`src/rtl/wb_arbiter_if.sv`:
```
// Bus bundle for the write-back arbiter: three result sources, the register-file
// write port, the forwarding lookup and the occupancy count.
interface wb_arbiter_if #(
    parameter int DEPTH = 4
) ();
    localparam int CW = $clog2(DEPTH) + 1;

    logic        mem_valid, mul_valid, alu_valid;
    logic [4:0]  mem_rd, mul_rd, alu_rd;
    logic [31:0] mem_data, mul_data, alu_data;
    logic        mem_ready, mul_ready, alu_ready;

    logic [4:0]  wt_addr;
    logic [31:0] wt_data;
    logic        l_s;

    logic [4:0]  fwd_addr;
    logic        fwd_hit;
    logic [31:0] fwd_data;

    logic [CW-1:0] count;

    modport slave (
        input  mem_valid, mul_valid, alu_valid,
        input  mem_rd, mul_rd, alu_rd,
        input  mem_data, mul_data, alu_data,
        output mem_ready, mul_ready, alu_ready,
        output wt_addr, wt_data, l_s,
        input  fwd_addr,
        output fwd_hit, fwd_data,
        output count
    );

    modport master (
        output mem_valid, mul_valid, alu_valid,
        output mem_rd, mul_rd, alu_rd,
        output mem_data, mul_data, alu_data,
        input  mem_ready, mul_ready, alu_ready,
        input  wt_addr, wt_data, l_s,
        output fwd_addr,
        input  fwd_hit, fwd_data,
        input  count
    );
endinterface

```
`src/rtl/wb_arbiter.sv`:
```
// Write-back arbiter: accepts up to two results per cycle (mem > mul > alu) into an
// in-order queue and retires one per cycle to the register file. Optional forwarding
// lookup is enabled with the WB_FWD_EN macro.
module wb_arbiter #(
    parameter int DEPTH = 4
) (
    input  logic         clk,
    input  logic         rst,
    wb_arbiter_if.slave  bus
);
    localparam int PW = $clog2(DEPTH);
    localparam int CW = PW + 1;

    logic [4:0]    q_rd   [DEPTH];
    logic [31:0]   q_data [DEPTH];
    logic [PW-1:0] rd_ptr, wr_ptr;
    logic [CW-1:0] count_q;

    logic [4:0]    wt_addr_q;
    logic [31:0]   wt_data_q;
    logic          l_s_q;

    logic [2:0]    src_valid;
    logic [4:0]    src_rd   [3];
    logic [31:0]   src_data [3];
    logic [2:0]    gnt;

    logic [CW-1:0] free;
    logic          two_ok;
    logic          pop;
    logic [1:0]    n_push;
    logic [4:0]    push_rd   [2];
    logic [31:0]   push_data [2];

    assign src_valid   = {bus.alu_valid, bus.mul_valid, bus.mem_valid};
    assign src_rd[0]   = bus.mem_rd;
    assign src_rd[1]   = bus.mul_rd;
    assign src_rd[2]   = bus.alu_rd;
    assign src_data[0] = bus.mem_data;
    assign src_data[1] = bus.mul_data;
    assign src_data[2] = bus.alu_data;

    // The head always pops when non-empty, so a full queue still has one slot.
    assign free   = CW'(DEPTH) - count_q + CW'(count_q != '0);
    assign two_ok = (free >= CW'(2));
    assign pop    = (count_q != '0);

    always_comb begin
        gnt    = '0;
        gnt[0] = src_valid[0];
        gnt[1] = src_valid[1] && (!src_valid[0] || two_ok);
        gnt[2] = src_valid[2] &&
                 (!(src_valid[0] || src_valid[1]) ||
                  ((src_valid[0] ^ src_valid[1]) && two_ok));
        if (rst) begin
            gnt = '0;
        end
    end

    assign bus.mem_ready = gnt[0];
    assign bus.mul_ready = gnt[1];
    assign bus.alu_ready = gnt[2];

    // Pack kept grants in priority order; rd=0 results are handshaken but dropped.
    always_comb begin
        n_push    = 2'd0;
        push_rd   = '{default: '0};
        push_data = '{default: '0};
        for (int i = 0; i < 3; i++) begin
            if (gnt[i] && (src_rd[i] != 5'd0)) begin
                push_rd[n_push[0]]   = src_rd[i];
                push_data[n_push[0]] = src_data[i];
                n_push               = n_push + 2'd1;
            end
        end
    end

    always_ff @(posedge clk) begin
        if (rst) begin
            rd_ptr    <= '0;
            wr_ptr    <= '0;
            count_q   <= '0;
            wt_addr_q <= '0;
            wt_data_q <= '0;
            l_s_q     <= 1'b0;
        end else begin
            l_s_q <= pop;
            if (pop) begin
                wt_addr_q <= q_rd[rd_ptr];
                wt_data_q <= q_data[rd_ptr];
                rd_ptr    <= rd_ptr + PW'(1);
            end
            wr_ptr  <= wr_ptr + PW'(n_push);
            count_q <= count_q + CW'(n_push) - CW'(pop);
        end
    end

    // Storage needs no reset; occupancy alone decides what is valid.
    always_ff @(posedge clk) begin
        if (n_push != 2'd0) begin
            q_rd[wr_ptr]   <= push_rd[0];
            q_data[wr_ptr] <= push_data[0];
        end
        if (n_push == 2'd2) begin
            q_rd[wr_ptr + PW'(1)]   <= push_rd[1];
            q_data[wr_ptr + PW'(1)] <= push_data[1];
        end
    end

    assign bus.wt_addr = wt_addr_q;
    assign bus.wt_data = wt_data_q;
    assign bus.l_s     = l_s_q;
    assign bus.count   = count_q;

`ifdef WB_FWD_EN
    logic          fwd_hit_c;
    logic [31:0]   fwd_data_c;
    logic [PW-1:0] idx;

    // Scan oldest to youngest so the last match found is the youngest.
    always_comb begin
        fwd_hit_c  = 1'b0;
        fwd_data_c = '0;
        idx        = '0;
        if (bus.fwd_addr != 5'd0) begin
            if (l_s_q && (wt_addr_q == bus.fwd_addr)) begin
                fwd_hit_c  = 1'b1;
                fwd_data_c = wt_data_q;
            end
            for (int i = 0; i < DEPTH; i++) begin
                idx = rd_ptr + PW'(i);
                if ((CW'(i) < count_q) && (q_rd[idx] == bus.fwd_addr)) begin
                    fwd_hit_c  = 1'b1;
                    fwd_data_c = q_data[idx];
                end
            end
        end
    end

    assign bus.fwd_hit  = fwd_hit_c;
    assign bus.fwd_data = fwd_data_c;
`else
    logic unused_fwd;
    assign unused_fwd   = ^bus.fwd_addr;
    assign bus.fwd_hit  = 1'b0;
    assign bus.fwd_data = '0;
`endif

endmodule

```
`src/flat_wrapper.sv`:
```
// flat-port wrapper written by rule: the top's interface ports become plain ports
module wb_arbiter_flat 
#(
    parameter int DEPTH = 4
)
  (clk, rst, bus_mem_valid, bus_mul_valid, bus_alu_valid, bus_mem_rd, bus_mul_rd, bus_alu_rd, bus_mem_data, bus_mul_data, bus_alu_data, bus_mem_ready, bus_mul_ready, bus_alu_ready, bus_wt_addr, bus_wt_data, bus_l_s, bus_fwd_addr, bus_fwd_hit, bus_fwd_data, bus_count);
  wb_arbiter_if #(.DEPTH(DEPTH)) bus_i ();
  input  logic clk;
  input  logic rst;
  input wire logic [$bits(bus_i.mem_valid)-1:0] bus_mem_valid;
  input wire logic [$bits(bus_i.mul_valid)-1:0] bus_mul_valid;
  input wire logic [$bits(bus_i.alu_valid)-1:0] bus_alu_valid;
  input wire logic [$bits(bus_i.mem_rd)-1:0] bus_mem_rd;
  input wire logic [$bits(bus_i.mul_rd)-1:0] bus_mul_rd;
  input wire logic [$bits(bus_i.alu_rd)-1:0] bus_alu_rd;
  input wire logic [$bits(bus_i.mem_data)-1:0] bus_mem_data;
  input wire logic [$bits(bus_i.mul_data)-1:0] bus_mul_data;
  input wire logic [$bits(bus_i.alu_data)-1:0] bus_alu_data;
  output wire logic [$bits(bus_i.mem_ready)-1:0] bus_mem_ready;
  output wire logic [$bits(bus_i.mul_ready)-1:0] bus_mul_ready;
  output wire logic [$bits(bus_i.alu_ready)-1:0] bus_alu_ready;
  output wire logic [$bits(bus_i.wt_addr)-1:0] bus_wt_addr;
  output wire logic [$bits(bus_i.wt_data)-1:0] bus_wt_data;
  output wire logic [$bits(bus_i.l_s)-1:0] bus_l_s;
  input wire logic [$bits(bus_i.fwd_addr)-1:0] bus_fwd_addr;
  output wire logic [$bits(bus_i.fwd_hit)-1:0] bus_fwd_hit;
  output wire logic [$bits(bus_i.fwd_data)-1:0] bus_fwd_data;
  output wire logic [$bits(bus_i.count)-1:0] bus_count;
  assign bus_i.mem_valid = bus_mem_valid;
  assign bus_i.mul_valid = bus_mul_valid;
  assign bus_i.alu_valid = bus_alu_valid;
  assign bus_i.mem_rd = bus_mem_rd;
  assign bus_i.mul_rd = bus_mul_rd;
  assign bus_i.alu_rd = bus_alu_rd;
  assign bus_i.mem_data = bus_mem_data;
  assign bus_i.mul_data = bus_mul_data;
  assign bus_i.alu_data = bus_alu_data;
  assign bus_mem_ready = bus_i.mem_ready;
  assign bus_mul_ready = bus_i.mul_ready;
  assign bus_alu_ready = bus_i.alu_ready;
  assign bus_wt_addr = bus_i.wt_addr;
  assign bus_wt_data = bus_i.wt_data;
  assign bus_l_s = bus_i.l_s;
  assign bus_i.fwd_addr = bus_fwd_addr;
  assign bus_fwd_hit = bus_i.fwd_hit;
  assign bus_fwd_data = bus_i.fwd_data;
  assign bus_count = bus_i.count;
  wb_arbiter #(.DEPTH(DEPTH)) u_core (.clk(clk), .rst(rst), .bus(bus_i));
endmodule
```
`config.mk`:
```
export PLATFORM = sky130hd
export DESIGN_NAME = wb_arbiter_flat
export DESIGN_NICKNAME = d
export VERILOG_FILES = /design/src/rtl/wb_arbiter_if.sv /design/src/rtl/wb_arbiter.sv /design/src/flat_wrapper.sv
export SDC_FILE = /design/constraint.sdc
export NUM_CORES = 1
export LEC_CHECK = 0
export ABC_AREA = 0
export BUFFER_PORTS_ARGS = -buffer_cell sky130_fd_sc_hd__buf_2
export CORE_ASPECT_RATIO = 1.25
export CORE_UTILIZATION = 40
export DETAILED_ROUTE_END_ITERATION = 8
export PLACE_DENSITY = 0.68
export SETUP_SLACK_MARGIN = 0.4
export SLEW_MARGIN = 20
export SYNTH_ARGS = -nofsm -noshare
export SYNTH_HDL_FRONTEND = slang
export SYNTH_SLANG_ARGS = --single-unit
```
`constraint.sdc`:
```
create_clock -name clk -period 7.3 [get_ports clk]
set_clock_uncertainty 0.1 [all_clocks]
set_input_delay 0.365 -clock clk [delete_from_list [all_inputs] [get_ports clk]]
set_output_delay 0.365 -clock clk [all_outputs]
set_load 0.05 [all_outputs]
```
==> metrics.txt, run 1 <==
outcome=finished clean; post-DR wirelength/cell=21.9 um; Max Root-Sink Buffers=2; Startpoint Class=primary input; NetSw=1.59 mW; clock buffer count from CTS=17; worst IR drop on VDD=0.146 mV; Chip Height=191 um; cell row count=68; DRT Pass-1 Iters=5; post-synth cell types=46; Antenna Cells=0; Clk pin slew, worst setup/hold paths=0.07 ns; nets=1168; Combinational Power Share=0.364; Setup TNS=0 ns; most used routing layer=met2; Top FF cell, synth=edfxtp_1; initial antenna violation count=0; sequential area share after synthesis=0.469; ys async rst share=0; crit path DAT=5.11 ns; CTS tree=yes; Initial Util=0.409; pwr/cell area=319 nW/um2; yosys warns=0; critical path class=in2reg; clock share of power=0.236; synthesized flop and latch total=193; Final period util=0.695; max-slew violations=0; Post-synth EDFFs=148; # port buffers=159; drt drc=0; WL final=30.8 mm; Core Area=27800 um2; first-pass GRT wire length=47.0 mm; max-cap violations=0; Worst-Margin Slew=1.10 ns; Placed Cells=1370; CTS resizes=0; switching share of power=0.386; RePlAce Congestion=0.815; # IOs=198; gr ovfl total=0; Starting DRT DRC Count=657; Final min period=5.07 ns; Hold Crit Class=in2reg; Area Growth Syn to Fin=13.6%; # Post-CTS Setup Buffers=0; Die W=153 um; Fin. Hold Viols=0; met3 Use GR=0.0341; Root Buffer=clkbuf_16; full die area=29100 um2; largest net degree at the start of global routing=50; CP Max Fanout=49; crit path capture type=flip-flop; vias in the first global route=8203; clk_lat worst skew=0.43 ns; final setup fails=0; Seq pwr share=0.399; synthesized area=11400 um2; DP Wirelength=19.0 mm; ANT nets after route=0; Avg Cell Area, Syn=12.3 um2; H-tree levels=4; Final Instance Count excl. Fillers=1402; vias per inst=5.79; GRT met1 Usage=0.266; GRT Overall Usage=0.213; layout cells sized above 1=0.287; unrepaired setup endpoints after global routing=no; Slew headroom=0.265; Sink Count=193; internal power=2.53 mW; Worst Path Required=7.34 ns; Post-Syn Instances=928; total number of vias=8111; met2 track demand over resource=0.381; P_leak=6.04 nW; hold buffers post-CTS=0; FMAX=0.197 GHz
==> worst paths after layout <==
check                                            from               endpoint  slack [ns]  depth (start not counted)
worst max-delay path                    bus_mem_valid   u_core.q_data[3][26]        2.23                         11
worst min-delay path                 bus_alu_data[19]   u_core.q_data[2][19]        0.30                          3
worst max register to register    u_core.bus.count[1]   u_core.q_data[3][26]        2.72                         10
worst min register to register  u_core.bus.wt_data[7]  u_core.bus.wt_data[7]        0.35                          2
==> metal layers <==
| layer | part of all wire | wire length (um) |
|---|---|---|
| met1 | 0.42 | 12900 |
| met2 | 0.52 | 15900 |
| met3 | 0.052 | 1610 |
| met5 | 0 | 0 |
| met4 | 0.012 | 375 |
==> kinds of logic after synthesis <==
logic type,Yosys count,share of synthesized area
AOI/OAI and AO/OA,164,0.128
DFF,193,0.469
other,1,0.000329
adders and majority gates,8,0.00945
muxes,222,0.236
xor gates and xnor gates,6,0.00462
and+or+nand+nor,164,0.0701
buffers and inverters,170,0.0822
==> layout by cell type (no fill, tap or decap), drive strengths merged, types with 7 or more instances in the layout <==
master,count
ha,7
a21oi,43
buf,179
nand2,85
mux4,37
o41ai,34
edfxtp,148
a31oi,8
o211ai,34
conb,33
mux2i,185
nor3,7
o31a,32
nor2b,7
dfxtp,45
nand4,32
inv,54
clkbuf,25
nor2,12
==> Yosys cell counts (8+ instances only) <==
library cell / number / area share
nand2_1: 85 / 0.028
a31oi_1: 8 / 0.0044
buf_2: 13 / 0.0057
dfxtp_1: 45 / 0.079
nand4_1: 32 / 0.018
buf_6: 18 / 0.018
inv_1: 50 / 0.016
buf_4: 39 / 0.026
edfxtp_1: 148 / 0.39
o211ai_1: 34 / 0.022
nor2_1: 10 / 0.0033
o41ai_2: 34 / 0.049
mux4_2: 37 / 0.073
o31a_1: 32 / 0.025
a21oi_1: 43 / 0.019
clkbuf_1: 45 / 0.015
mux2i_1: 185 / 0.16
==> critical path: stages <==
cell     delay, ns
buf_2         0.10
nor2b_4       0.12
buf_4         0.43
o21a_4        0.73
inv_1         0.11
ha_2          1.11
inv_1         0.31
nand3_2       0.61
buf_4         0.50
mux2i_1       0.47
mux2i_1       0.18
==> power groups by stage <==
| stage | registers, mW | logic, mW | clock network (mW) |
|---|---|---|---|
| after detailed placement | 1.68 | 1.51 | 0 |
| after global routing | 1.68 | 1.60 | 1.03 |
| after CTS | 1.65 | 1.52 | 0.986 |
| final | 1.65 | 1.50 | 0.975 |
| after global placement | 1.67 | 1.49 | 0 |
| after floorplan | 1.89 | 0.868 | 0 |
==> cell type report <==
class	count	area, um2
fill	2505	14900
inverter	51	191
multi-input combinational	597	5360
clock inverter	7	78.8
clock buffer	25	549
timing repair buffer	179	971
tap	350	438
sequential	193	5350
==> metrics by stage <==
stage	hold WS (ns)	util	setup WS (ns)	power (mW)	instance area [um2]
finish	0.304	0.465	2.23	4.13	12900
global route	0.309	0.465	2.00	4.31	12900
global placement	0.336	0.442	1.97	3.16	12300
floorplan	0.457	-	1.37	2.76	11500
detailed placement	0.341	0.442	1.94	3.19	12300
CTS	0.282	0.465	2.33	4.16	12900
==> sequential cells by signal, indices dropped and copies added, names as in the netlist <==
name and count:
u_core.bus.count 3, u_core.bus.l_s 1, u_core.bus.wt_addr 5, u_core.bus.wt_data 32
u_core.q_data 128, u_core.q_rd 20, u_core.rd_ptr 2, u_core.wr_ptr 2
Note: power is estimated with default switching activity, not from simulation.
==> inputs of run 2 (changes only) <==
- ABC_AREA: 0 -> 1
- PLACE_DENSITY: 0.68 -> 0.71
- clock period: 7.3 -> 4.45 ns (I/O delays scaled with it)
==> run 2 against run 1 <==
Compared with the run above:
- non-clock buffer count grew 1
- power increased by 75%
- die area is 0.33% higher
- synthesized cell count increased by 55%
- clock power is 61% higher
- cell area is 0.42% lower
- final cell count rose by 36%
- combinational power is 110% higher
- global-route usage grew 2.6 points
- largest cell class is now sequential cells
- largest power group is now combinational cells
==> metrics.txt, run 2 <==
Synth top cells by count=nand2_1, nand3_1, edfxtp_1; hold path start=rst; max-slew violations=0 (unchanged); Clk pin slew, worst setup/hold paths=0.07 ns (about the same); Slowest-stage cell, CP=buf_4; nets=1664 (+42%); sequential area share after synthesis=0.468 (-0.00159); most common cell after layout, fill and taps aside=nand2_1; CP Max Fanout=67 (+37%); final setup fails=0 (unchanged); crit path capture type=flip-flop; Sink Count=193 (unchanged); GRT Overall Usage=0.239 (+0.0258); Fin. Hold Viols=0 (unchanged); # port buffers=159 (unchanged); RR Endpoint=u_core.q_data[1][30]; worst IR drop on VDD=0.233 mV (+59%); DR WL met3=3.32 mm (+110%); max-cap violations=0 (unchanged); # Post-CTS Setup Buffers=0 (unchanged); initial antenna violation count=6 (+6); vias per inst=5.57 (-3.7%); Area Growth Syn to Fin=12.8%; DP Wirelength=21.6 mm (+13%); M1 WL=13.7 mm (+6.3%); Highest Signal Layer=met5; delay-heaviest family, CP=simple AND/OR/NAND/NOR gates; Hold Path Depth=2 (-1); most frequent cells in the layout=nand2_1, nand3_1, buf_2, edfxtp_1, o21ai_0; DP Area=12300 um2 (-0.29%); FMAX=0.269 GHz; P_leak=5.84 nW (-3.4%); Worst Path Required=4.49 ns (-2.85 ns); Avg Cell Area, Syn=7.97 um2 (-35%); layout cells sized above 1=0.184 (-0.103); drt drc=0 (unchanged); Post-Syn Instances=1434 (+55%); delay of the slowest cell on the worst path=0.60 ns (-0.51 ns); Hold Crit Endpoint=u_core.wr_ptr[0]; crit path buf inv count=3 (-2); Most Frequent Cell on Critical Path=nand3_1; first-pass GRT wire length=53.1 mm (+13%); outcome=finished clean; critical path class=reg2reg; post-layout util=0.463 (-0.00193); Area contributors post-synth=edfxtp_1, nand2_1, nand3_1; Chip Height=191 um (+0.17%); critical-path cell list=inv_2 -> nand3_1 -> nand3_1 -> nor2_4 -> buf_4 -> ha_1 -> nand2_1 -> nand2_2 -> nand3_2 -> o21ai_4 -> buf_12; unrepaired setup endpoints after global routing=no; H-tree levels=4 (unchanged); yosys warns=0 (unchanged); Fillers=2629 (+5.0%); CTS tree=yes; Hold Crit Class=in2reg; Setup TNS=0 ns (unchanged); post-placement setup slack=0.768 ns (-1.17 ns); Core Area=27800 um2 (unchanged); pwr/cell area=561 nW/um2 (+76%); synthesized area=11400 um2 (+0.34%); Worst R2R Path Depth=11 (+1); ys async rst share=0 (unchanged); Top FF cell, synth=edfxtp_1; ANT nets after route=0 (unchanged); Root Buffer=clkbuf_16; clock buffer count from CTS=17 (unchanged); Top reg by flops=u_core.q_data; cell row count=68 (unchanged); max reg flops=128 (unchanged); post-synth cell types=36 (-22%); Starting DRT DRC Count=1015 (+54%); Final period util=0.837; Post-synth EDFFs=148 (unchanged); total number of vias=10600 (+31%); worst r2r src=u_core.bus.count[1]; # IOs=198 (unchanged); DRT Pass-1 Iters=6 (+1); Power Total=7.22 mW (+75%); CTS resizes=0 (unchanged); Max Root-Sink Buffers=2 (unchanged); gr ovfl total=0 (unchanged); RePlAce Congestion=0.849 (+4.2%); Synth area leader=edfxtp_1; Startpoint Class=flip-flop; post-DR wirelength/cell=18.4 um (-16%); met2 routed WL=16.7 mm (+5.0%); Worst-Margin Slew=1.04 ns (-0.0632 ns); synthesized flop and latch total=193 (unchanged); most frequent cell after synthesis=nand2_1; vias in the first global route=9756 (+19%); hold buffers post-CTS=0 (unchanged); full die area=29200 um2 (+0.33%); WL final=35.0 mm (+14%); Synth top area share=0.389 (-0.00133); internal reg-to-reg setup slack=0.73 ns (-1.99 ns); crit path DAT=3.76 ns (-1.35 ns); Final min period=3.72 ns; Finished Cell Area=12900 um2 (-0.42%); Initial Util=0.411 (+0.00139); Slew headroom=0.305 (+0.0408); slack of the critical path=0.726 ns (-1.50 ns); Die W=153 um (+0.17%); largest net degree at the start of global routing=76 (+52%); clk_lat worst skew=0.44 ns (about the same)
-- run 2: cell types whose count changed after synthesis, moves of 37 or more --
cell	previous run	this run
o22ai_1	0	37
nor2_1	10	95
o21bai_1	0	37
mux2i_1	185	0
nand3_1	6	255
nand2_1	85	398
o21ai_0	2	120
mux4_2	37	0
a21oi_1	43	1
-- run 2: cells by family (layout without fill, tap and decap cells) --
group / count (synthesis) / after routing / share of synthesized area
buffers and inverters: 203 / 285 / 0.0945
XOR/XNOR: 2 / 2 / 0.00153
adder cells (fa/ha/maj): 8 / 8 / 0.00942
AND/OR/NAND/NOR: 800 / 800 / 0.311
other: 1 / 36 / 0.000328
AO/OA/AOI/OAI: 227 / 227 / 0.116
flip-flops: 193 / 193 / 0.468
-- run 2: worst max path at each step --
stage | cells after the start | startpoint | to
finish | 11 | u_core.bus.count[1] | u_core.q_data[1][30]
floorplan | 12 | u_core.bus.count[1] | u_core.q_data[0][0]
global route | 11 | u_core.bus.count[1] | u_core.q_data[1][29]
detailed placement | 11 | u_core.bus.count[1] | u_core.q_data[1][22]
global placement | 11 | u_core.bus.count[1] | u_core.q_data[1][20]
CTS | 11 | u_core.bus.count[1] | u_core.q_data[1][22]
-- run 2: through the flow --
stage / std cells / hold slack, ns
2_1_floorplan: 1466 / 0.374
3_3_place_gp: 1866 / 0.425
3_5_place_dp: 1866 / 0.433
4_1_cts: 1898 / 0.0181
5_1_grt: 1899 / 0.0452
6_report: 1901 / 0.0259
-- run 2: cell type report --
| class | count | area, um2 | area share |
|---|---|---|---|
| clock buffers | 24 | 547 | 0.0424 |
| flip-flops and latches | 193 | 5350 | 0.415 |
| multi-input cells | 1070 | 5210 | 0.404 |
| well taps | 350 | 438 | 0.0340 |
| clock inverters | 8 | 58.8 | 0.00456 |
| repair buffers | 180 | 1000 | 0.0779 |
| inverters | 73 | 274 | 0.0213 |
| diodes | 3 | 7.51 | 0.000583 |
-- run 2: per-layer routing --
| layer | global-route usage | vias up |
|---|---|---|
| li1 | - | 4993 |
| met1 | 0.289 | 4915 |
| met2 | 0.401 | 578 |
| met3 | 0.0521 | 100 |
| met4 | 0.126 | 8 |
| met5 | 0 | - |
-- run 2: worst reg2reg max path: cells and delay by family (launching register included) --
kind | cells | cell delay [ns]
AO/OA/AOI/OAI | 1 | 0.50
flip-flops | 1 | 0.42
adder cells (fa/ha/maj) | 1 | 0.26
AND/OR/NAND/NOR | 6 | 1.15
buffers and inverters | 3 | 0.97
-- run 2: power by group --
part           internal, mW  leakage (nW)  switching [mW]
Sequential             2.42          1.76           0.154
Combinational         0.775          3.78            2.30
Clock                 0.872         0.300           0.696
==> inputs of run 3 (changes only) <==
- PLACE_DENSITY: 0.71 -> 0.68
- clock period: 4.45 -> 3.5 ns (I/O delays scaled with it)
==> run 3 against run 2 <==
Compared with the run above:
- non-clock buffer count rose by 18
- worst hold slack improved by 0.042 ns
- utilization rose by 0.44 points
- sequential cell count did not move
- sequential power rose by 28%
==> metrics.txt, run 3 (same netlist as run 2, synthesis figures left out) <==
outcome=finished clean; vias per inst=5.49 (-1.4%); Initial Util=0.411 (unchanged); Hold Crit Class=in2reg; max reg flops=128 (unchanged); Setup TNS=0 ns (unchanged); Worst-Margin Slew=0.824 ns (-0.216 ns); critical-path cell list=dlygate4sd3_1 -> clkbuf_4 -> inv_2 -> nand3_1 -> nor2_4 -> inv_1 -> ha_1 -> inv_1 -> nand2_1 -> nand2_4 -> buf_4 -> nand2_4 -> nor2_8 -> nand2_1 -> nand2_1; crit path DAT=3.17 ns (-0.59 ns); critical path class=in2reg; RePlAce Congestion=0.842 (-0.80%); vias in the first global route=9786 (+0.31%); Slowest-stage cell, CP=nor2_8; post-layout util=0.467 (+0.00441); # port buffers=159 (unchanged); Most Frequent Cell on Critical Path=nand2_1; P_leak=5.92 nW (+1.3%); first-pass GRT wire length=53.2 mm (+0.19%); Top reg by flops=u_core.q_data; Hold Path Depth=5 (+3); Die W=153 um (unchanged); FMAX=0.337 GHz; post-DR wirelength/cell=18.5 um (+0.40%); CP Max Fanout=37 (-45%); final setup fails=0 (unchanged); DRT Pass-1 Iters=8 (+2); cell row count=68 (unchanged); GRT Overall Usage=0.240 (+0.000478); Final period util=0.848; Worst R2R Path Depth=14 (+3); Startpoint Class=primary input; Worst Path Required=3.71 ns (-0.78 ns); crit path buf inv count=6 (+3); Core Area=27800 um2 (unchanged); Sink Count=193 (unchanged); total number of vias=10500 (-0.55%); Fin. Hold Viols=0 (unchanged); Slew headroom=0.451 (+0.145); Area Growth Syn to Fin=13.8%; H-tree levels=4 (unchanged); crit path capture type=flip-flop; worst IR drop on VDD=0.455 mV (+95%); most common cell after layout, fill and taps aside=nand2_1; nets=1682 (+1.1%); DP Wirelength=21.8 mm (+0.91%); max-slew violations=0 (unchanged); CTS tree=yes; # IOs=198 (unchanged); clock buffer count from CTS=17 (unchanged); full die area=29200 um2 (unchanged); Max Root-Sink Buffers=2 (unchanged); Worst path depth=15 (+4); largest net degree at the start of global routing=76 (unchanged); gr ovfl total=0 (unchanged); layout cells sized above 1=0.195 (+0.0113); unrepaired setup endpoints after global routing=no; Clk pin slew, worst setup/hold paths=0.07 ns (about the same); most frequent cells in the layout=nand2_1, nand3_1, buf_2, edfxtp_1, o21ai_0; Chip Height=191 um (unchanged); initial antenna violation count=1 (-5); max-cap violations=0 (unchanged); Final min period=2.97 ns; drt drc=0 (unchanged); pwr/cell area=707 nW/um2 (+26%); WL final=35.4 mm (+1.3%); delay-heaviest family, CP=simple AND/OR/NAND/NOR gates; Starting DRT DRC Count=884 (-13%); ANT nets after route=0 (unchanged); delay of the slowest cell on the worst path=0.63 ns (+0.03 ns); clk_lat worst skew=0.44 ns (about the same); Root Buffer=clkbuf_16
[run 3: repair_timing]
item | in CTS | in global routing
resized for setup | 0 | 3
buffers inserted | 0 | 6
endpoints found under the setup margin | 0 | 1
hold endpoints to repair | 2 | 0
hold buffers | 1 | 0
[run 3: where the power goes]
part	leakage, nW	switching [mW]	internal, mW
clock network	0.291	0.857	1.09
logic	3.86	2.93	1.02
registers	1.76	0.213	3.09
total	5.92	4.00	5.19
[run 3: worst paths after layout]
| check | from | end | slack, ns |
|---|---|---|---|
| max | rst | u_core.q_data[0][3] | 0.53 |
| min | bus_alu_data[20] | u_core.q_data[1][20] | 0.07 |
| max reg2reg | u_core.bus.count[1] | u_core.q_data[0][3] | 0.61 |
| min reg2reg | u_core.bus.count[2] | u_core.bus.count[2] | 0.42 |
[run 3: through the flow]
step	std cells	cell area, um2	hold WS [ns]	setup slack [ns]	power [mW]
6_report	1918	13000	0.0683	0.532	9.19
5_1_grt	1916	13000	0.0855	0.413	9.66
4_1_cts	1910	12900	0.0595	0.542	9.17
3_5_place_dp	1877	12300	0.394	0.635	7.25
3_3_place_gp	1877	12300	0.391	0.622	7.19
2_1_floorplan	1466	11600	0.319	0.403	6.12
[run 3: final cells by class]
type / instances / area (um2)
Antenna cell: 2 / 5.00
Clock buffer: 22 / 497
Clock inverter: 10 / 93.8
Fill cell: 2669 / 14800
Inverter: 73 / 274
Multi-Input combinational cell: 1070 / 5220
Sequential cell: 193 / 5350
Tap cell: 350 / 438
Timing Repair Buffer: 198 / 1130
[run 3: worst reg2reg max path, delay by kind of cell (launching register included)]
family | cells | cell delay, ns
adders and majority gates | 1 | 0.33
buffers and inverters | 4 | 0.37
DFF | 1 | 0.37
and+or+nand+nor | 9 | 1.59
[run 3: layer usage]
layer	vias up	track usage	share of wire
met1	4853	0.297	0.40
met3	95	0.0424	0.092
met4	0	0.111	0.029
met2	559	0.407	0.48
li1	5029	-	-
met5	-	0	0
